[src/rtl/rx_cmd_decoder.sv]
// rx_cmd_decoder: assembles UART receiver bytes into command frames and
// issues single-cycle register-file write/read and ALU strobes. An
// inter-byte timeout abandons stalled frames and returns to IDLE.
module rx_cmd_decoder #(
    parameter int          ADDR_W      = 4,
    parameter int          TIMEOUT_CYC = 4096,
    parameter logic [7:0]  CMD_WR      = 8'hAA,
    parameter logic [7:0]  CMD_RD      = 8'hBB,
    parameter logic [7:0]  CMD_ALU_OP  = 8'hCC,
    parameter logic [7:0]  CMD_ALU_NOP = 8'hDD
) (
    input  logic              clk,
    input  logic              rest,
    input  logic              rx_d_valid,
    input  logic [7:0]        rx_p_data,
    output logic              wr_en,
    output logic              rd_en,
    output logic [ADDR_W-1:0] addr,
    output logic [7:0]        wr_data,
    output logic              alu_en,
    output logic [3:0]        alu_fun,
    output logic              cmd_err,
    output logic              frame_err
);

    localparam int CNT_W = (TIMEOUT_CYC > 2) ? $clog2(TIMEOUT_CYC) : 1;
    localparam logic [CNT_W-1:0] TMO_LAST = CNT_W'(TIMEOUT_CYC - 1);

    typedef enum logic [2:0] {
        IDLE,
        WR_ADDR,
        WR_DATA,
        RD_ADDR,
        ALU_A,
        ALU_B,
        ALU_FUN
    } state_t;

    state_t             state_q;
    logic [CNT_W-1:0]   tmo_q, tmo_d;
    logic               tmo_expire;
    logic [ADDR_W-1:0]  waddr_q;

    logic               wr_en_q, rd_en_q, alu_en_q, cmd_err_q, frame_err_q;
    logic [ADDR_W-1:0]  addr_q;
    logic [7:0]         wr_data_q;
    logic [3:0]         alu_fun_q;

    // Inter-byte timer: idle in IDLE, restarted by every accepted byte; a byte
    // landing on the expiry cycle wins over the timeout.
    always_comb begin
        tmo_d      = tmo_q;
        tmo_expire = 1'b0;
        if (rx_d_valid || state_q == IDLE) begin
            tmo_d = '0;
        end else if (tmo_q == TMO_LAST) begin
            tmo_d      = '0;
            tmo_expire = 1'b1;
        end else begin
            tmo_d = tmo_q + 1'b1;
        end
    end

    // Timer register.
    always_ff @(posedge clk or posedge rest) begin
        if (rest) tmo_q <= '0;
        else      tmo_q <= tmo_d;
    end

    // Frame FSM with registered strobes; addr/wr_data/alu_fun hold between strobes.
    always_ff @(posedge clk or posedge rest) begin
        if (rest) begin
            state_q     <= IDLE;
            waddr_q     <= '0;
            wr_en_q     <= 1'b0;
            rd_en_q     <= 1'b0;
            alu_en_q    <= 1'b0;
            cmd_err_q   <= 1'b0;
            frame_err_q <= 1'b0;
            addr_q      <= '0;
            wr_data_q   <= '0;
            alu_fun_q   <= '0;
        end else begin
            wr_en_q     <= 1'b0;
            rd_en_q     <= 1'b0;
            alu_en_q    <= 1'b0;
            cmd_err_q   <= 1'b0;
            frame_err_q <= 1'b0;
            if (rx_d_valid) begin
                case (state_q)
                    IDLE: begin
                        if      (rx_p_data == CMD_WR)      state_q <= WR_ADDR;
                        else if (rx_p_data == CMD_RD)      state_q <= RD_ADDR;
                        else if (rx_p_data == CMD_ALU_OP)  state_q <= ALU_A;
                        else if (rx_p_data == CMD_ALU_NOP) state_q <= ALU_FUN;
                        else                               cmd_err_q <= 1'b1;
                    end
                    WR_ADDR: begin
                        waddr_q <= rx_p_data[ADDR_W-1:0];
                        state_q <= WR_DATA;
                    end
                    WR_DATA: begin
                        wr_en_q   <= 1'b1;
                        addr_q    <= waddr_q;
                        wr_data_q <= rx_p_data;
                        state_q   <= IDLE;
                    end
                    RD_ADDR: begin
                        rd_en_q <= 1'b1;
                        addr_q  <= rx_p_data[ADDR_W-1:0];
                        state_q <= IDLE;
                    end
                    // Operands land in register-file slots 0 and 1.
                    ALU_A: begin
                        wr_en_q   <= 1'b1;
                        addr_q    <= ADDR_W'(0);
                        wr_data_q <= rx_p_data;
                        state_q   <= ALU_B;
                    end
                    ALU_B: begin
                        wr_en_q   <= 1'b1;
                        addr_q    <= ADDR_W'(1);
                        wr_data_q <= rx_p_data;
                        state_q   <= ALU_FUN;
                    end
                    ALU_FUN: begin
                        alu_en_q  <= 1'b1;
                        alu_fun_q <= rx_p_data[3:0];
                        state_q   <= IDLE;
                    end
                    default: state_q <= IDLE;
                endcase
            end else if (tmo_expire) begin
                frame_err_q <= 1'b1;
                state_q     <= IDLE;
            end
        end
    end

    assign wr_en     = wr_en_q;
    assign rd_en     = rd_en_q;
    assign alu_en    = alu_en_q;
    assign cmd_err   = cmd_err_q;
    assign frame_err = frame_err_q;
    assign addr      = addr_q;
    assign wr_data   = wr_data_q;
    assign alu_fun   = alu_fun_q;

endmodule

[config.mk]
export PLATFORM = sky130hd
export DESIGN_NAME = rx_cmd_decoder
export DESIGN_NICKNAME = d
export VERILOG_FILES = /design/src/rtl/rx_cmd_decoder.sv
export SDC_FILE = /design/constraint.sdc
export NUM_CORES = 1
export LEC_CHECK = 0
export CORE_ASPECT_RATIO = 2
export CORE_UTILIZATION = 52
export DETAILED_ROUTE_END_ITERATION = 10
export GPL_ROUTABILITY_DRIVEN = 0
export GPL_TIMING_DRIVEN = 0
export PLACE_DENSITY = 0.75
export SETUP_SLACK_MARGIN = 0.02
export SLEW_MARGIN = 20
export SYNTH_ARGS = -nofsm -noshare
export SYNTH_HDL_FRONTEND = slang
export SYNTH_SLANG_ARGS = --single-unit
[constraint.sdc]
create_clock -name clk -period 1.85 [get_ports clk]
set_input_delay 0.2775 -clock clk [delete_from_list [all_inputs] [get_ports clk]]
set_output_delay 0.2775 -clock clk [all_outputs]
set_load 0.1 [all_outputs]
### After elaboration in Yosys (flattened, before gate mapping)

Index checks and enable logic that the tools add are counted.

* add/sub/neg operators: 1
* eq/ne operators: 12
* mux-type cells: 26
* reduce and logical (&&, ||, !) cells: 10

Operators by type and width (number)
* $eq A8 B8 Y1 const B: 4
* $mux W12: 2
* $mux W3: 6
* $mux W1: 16
* $pmux W4 S4: 1
* $add A12 B1 Y12 const B: 1
* $eq A12 B12 Y1 const B: 1
* $pmux W3 S4: 1
* $reduce_and A2 Y1: 5
* $eq A3 B3 Y1 const B: 3
* $eq A3 B2 Y1 const B: 2
* $ne A6 B2 Y1 const B: 1
* $reduce_bool A4 Y1: 1
* $eq A3 B1 Y1 const B: 1
* $logic_not A3 Y1: 1
* $reduce_or A3 Y1: 1
* $reduce_bool A2 Y1: 1
* $logic_or A1 B1 Y1: 1

* register bits: 40
* word-level logic and storage cells: 60

### Longest topological paths before layout

* depth after elaboration: 7
* gate-level depth with buffers: 6

### Worst setup path before layout

No wires, ideal clock.

* kind: register to register
* from: register addr[0] (netlist name)
* to: register addr_q[0] (netlist: addr[0])
* setup time: 78 ps
* arrival: 1376 ps
* data required time: 1772 ps
* setup slack: 396 ps
* cell stages (with the launch flop): 5
* buffers on the path: 0
* period minus slack after synthesis: 1454 ps
* path through: dfrtp_1 > nor2_1 > a21oi_1 > o22ai_1 > a21oi_1

RTL lines
* end signal, assigned: RTL line 104 `addr_q <= waddr_q;`
* end signal, assigned: RTL line 110 `addr_q <= rx_p_data[ADDR_W-1:0];`
* end, declared: RTL line 45 `logic [ADDR_W-1:0] addr_q;`

### Worst setup path in the final report

* from: register wr_data_q[5] (netlist: wr_data[5])
* to: output wr_data[5]

RTL lines
* start, declared: RTL line 46 `logic [7:0] wr_data_q;`
* start signal, assigned: RTL line 105 `wr_data_q <= rx_p_data;`
* start signal, assigned: RTL line 117 `wr_data_q <= rx_p_data;`
* start signal, assigned: RTL line 123 `wr_data_q <= rx_p_data;`
* end, declared: RTL line 19 `output logic [7:0] wr_data,`

No word-level cell between the ends.

==> Implementation_results.wiki <==
{| class="wikitable"
! Metric !! Value
|-
| Startpoint kind of the worst setup timing path || flip-flop
|-
| Post-synthesis to final-layout area growth || 23.3%
|-
| Port Buffers || 30
|-
| Footprint of the multi-input gates || 746 um2
|-
| Post-synthesis cell count || 174
|-
| Number of failing setup endpoints in the final timing report || 0
|-
| Floorplan core area || 3380 um2
|-
| Combined flip-flop and latch cell area || 1000 um2
|-
| Cell variety after synth || 37
|-
| Peak Freq || 0.558 GHz
|-
| Max-slew violations || 0
|-
| Post-synthesis share of cell area spent on and, or, nand and nor gates || 18.9%
|-
| Met3 track demand over resource in global routing || 4.63%
|-
| TritonCTS clock tree || done
|-
| Net count after synthesis || 186
|-
| Number of synthesized flops with an enable pin || 0
|-
| Count of routing violations after the opening detailed-route iteration || 33
|-
| Final-report hold violation count || 0
|-
| Combinational family with the most area after synthesis || simple AND/OR/NAND/NOR gates
|-
| Transition time at the pin with the least slew margin || 0.960 ns
|-
| Global-route met1 utilization || 22.6%
|-
| Initial Util || 54.2%
|-
| Post-layout power || 4.02 mW
|-
| Antenna violation net count after detailed routing || 0
|-
| Number of buffers added by the clock tree synthesis step || 5
|-
| Post-CTS resize count || 21
|-
| Post-Route Skew || 0.00782 ns
|-
| Number of DRC violations after detailed routing || 5
|-
| Worst slew margin relative to its limit || 36.3%
|-
| Register-to-register setup slack || 0.24 ns
|-
| CP Capture Type || output pin
|-
| Number of filler cells placed in the layout || 297
|-
| Height of the die || 85.9 um
|-
| Combined buffer and inverter count along the critical path || 1
|-
| Fraction of final layout cells sized beyond drive strength 1 || 12.7%
|-
| Gr ovfl total || 0
|-
| Failing checks || DRC
|-
| Crit path max-delay family || buffers and inverters
|-
| Cell area after synthesis || 1830 um2
|-
| Worst path arrival time || 1.51 ns
|-
| Post-Synthesis Mean Instance Area || 10.5 um2
|-
| Top library cells by usage in the layout, fill and taps aside || sky130_fd_sc_hd__dfrtp_1, sky130_fd_sc_hd__nor2_1, sky130_fd_sc_hd__dlygate4sd2_1, sky130_fd_sc_hd__nand2_1, sky130_fd_sc_hd__o21ai_0
|-
| Worst vdd ir || 1.05 mV
|-
| Cell Pwr Density || 1780 nW/um2
|-
| XOR/XNOR Fraction of Synth Area || 5.26%
|-
| Number of maximum-capacitance constraint violations || 0
|-
| CP max FO || 2
|-
| Yosys warns || 0
|-
| Detailed-route wire length per cell || 15.5 um
|-
| Width of the die || 44.0 um
|-
| Tmin final || 1.79 ns
|-
| Pin count of the biggest net entering global routing || 34
|-
| # hold bufs at CTS || 0
|-
| Depth of the worst register-to-register path || 6
|-
| Post-detailed-route via-to-cell ratio || 5.58
|-
| Total Die Area || 3780 um2
|-
| Worst reg2reg path endpoint || tmo_q[11]
|-
| Data required time at the worst endpoint || 1.57 ns
|-
| Compound-gate portion of the synthesized area || 8.61%
|-
| Antenna Diode Count || 0
|-
| Ports || 32
|-
| Share of flip-flops with an asynchronous set or reset || 100%
|-
| Routed via count || 1368
|-
| Clk_lat worst skew || 0.30 ns
|-
| Share of synthesized area occupied by flip-flops and latches || 54.6%
|-
| Grt met2 use || 44.5%
|-
| Clock transition at the registers of the reported paths || 0.08 ns
|-
| Leakage power || 1.07 nW
|-
| Mux cell area share after synthesis || 7.31%
|-
| Slowest cell on the critical path || sky130_fd_sc_hd__dlygate4sd2_1
|-
| Clock root cell || sky130_fd_sc_hd__clkbuf_8
|-
| Total GRT Usage || 23.4%
|-
| Maximum count of clock buffers along a single path || 2
|-
| Total wirelength of the detailed-routed design || 3.80 mm
|-
| Worst hold-check slack || 0.203 ns
|-
| FF+latch count, synth || 40
|-
| Result of the run || finished with violations
|-
| RSZ-0062 raised after global routing || false
|-
| Finished Core Util || 66.9%
|-
| # clock sinks || 40
|-
| Hold Crit Class || input port to async pin
|-
| Dominant synthesized flop cell || sky130_fd_sc_hd__dfrtp_1
|-
| Setup fix buffers added after clock tree synthesis || 0
|-
| Max H-tree Level || 2
|-
| Critical Path Max Stage Delay || 0.86 ns
|-
| Total half-perimeter wirelength after legalization and detailed placement || 2.91 mm
|-
| Placement row count || 30
|-
| Number of antenna violations at the first check in global routing || 0
|-
| Vias in the first global route || 1459
|-
| Most common cell after layout, fill and taps aside || sky130_fd_sc_hd__dfrtp_1
|-
| Cells along the critical path || dlygate4sd2_1
|-
| Cell depth of the worst setup path || 1
|-
| Final #Nets || 224
|-
| Share of the clock period used by the worst path || 96.9%
|-
| Wire length of the first global-routing pass || 6.42 mm
|-
| Most crowded layer after global routing || met2
|-
| CP Class || flip-flop to output pin
|-
| First-pass iteration count of the detailed router || 7
|-
| Post-Synth Adder-Cell Area || 0.683%
|-
| Launch point of the worst reg-to-reg path || tmo_q[0]
|}
## final cells by class
cell class                      instances  share of cell area, %
Clock buffer                            5                   3.05
Sequential cell                        40                   44.3
Timing Repair Buffer                   31                   13.2
Multi-Input combinational cell        118                   33.0
Tap cell                               32                   1.77
Inverter                                9                   1.50
Clock inverter                          3                  0.831
Buffer                                  7                   2.27
## cells by family after synthesis
kind of cell,count (synthesis)
xor gates and xnor gates,11
DFF,40
muxes,11
buffers and inverters,16
AOI/OAI and AO/OA,26
adders and majority gates,1
and+or+nand+nor,69
## power breakdown
group	leakage, nW	internal (mW)	switching, mW
logic	0.496	0.501	1.69
registers	0.526	1.12	0.135
clock network	0.0479	0.263	0.308
total	1.07	1.88	2.14
## through the flow
stage,instances,area [um2],setup slack [ns],setup TNS [ns]
floorplan,174,1830,0.396,0
CTS,245,2250,0.0266,0
finish,245,2260,0.0577,0
detailed placement,237,2190,-0.0149,-0.0149
global placement,236,2170,-0.146,-5.79
global route,245,2260,0.0225,0
## sequential cells by signal, summed over array words and instances, names as in the netlist
register and cells:
addr 4, alu_en 1, alu_fun 4, cmd_err 1, frame_err 1, rd_en 1, state_q 3, tmo_q 12
waddr_q 4, wr_data 8, wr_en 1
## synthesized netlist by cell type (2+ instances only)
cell type / number / area share, %
sky130_fd_sc_hd__nand2b_1: 3 / 1.0
sky130_fd_sc_hd__o21ai_1: 2 / 0.55
sky130_fd_sc_hd__nor2_1: 22 / 4.5
sky130_fd_sc_hd__o31ai_1: 3 / 1.2
sky130_fd_sc_hd__nand4_1: 3 / 1.0
sky130_fd_sc_hd__and4_1: 2 / 0.96
sky130_fd_sc_hd__mux2_4: 3 / 2.5
sky130_fd_sc_hd__dfrtp_1: 40 / 55
sky130_fd_sc_hd__nor3_1: 5 / 1.4
sky130_fd_sc_hd__buf_6: 2 / 1.2
sky130_fd_sc_hd__nand3_1: 7 / 1.9
sky130_fd_sc_hd__o21ai_0: 11 / 3.0
sky130_fd_sc_hd__nand4bb_1: 2 / 1.2
sky130_fd_sc_hd__xor2_1: 6 / 2.9
sky130_fd_sc_hd__buf_4: 2 / 0.82
sky130_fd_sc_hd__nor2b_1: 3 / 1.0
sky130_fd_sc_hd__buf_2: 2 / 0.55
sky130_fd_sc_hd__a31oi_1: 3 / 1.0
sky130_fd_sc_hd__xnor2_1: 5 / 2.4
sky130_fd_sc_hd__mux2_2: 7 / 4.3
sky130_fd_sc_hd__nand2_1: 16 / 3.3
sky130_fd_sc_hd__inv_1: 9 / 1.8
sky130_fd_sc_hd__a21oi_1: 2 / 0.55
## metal layers
layer	up-vias	wire length, um
li1	669	-
met1	665	1330
met2	26	2260
met3	8	108
met4	0	100
met5	-	0
## worst max-delay path by stage
stage | startpoint | endpoint
finish | wr_data[5] | wr_data[5]
global route | wr_data[7] | wr_data[7]
CTS | addr[0] | addr[0]
detailed placement | rx_p_data[6] | state_q[1]
global placement | rest | alu_en
floorplan | addr[0] | addr[0]
No activity file was read; power rests on OpenSTA's default activity.
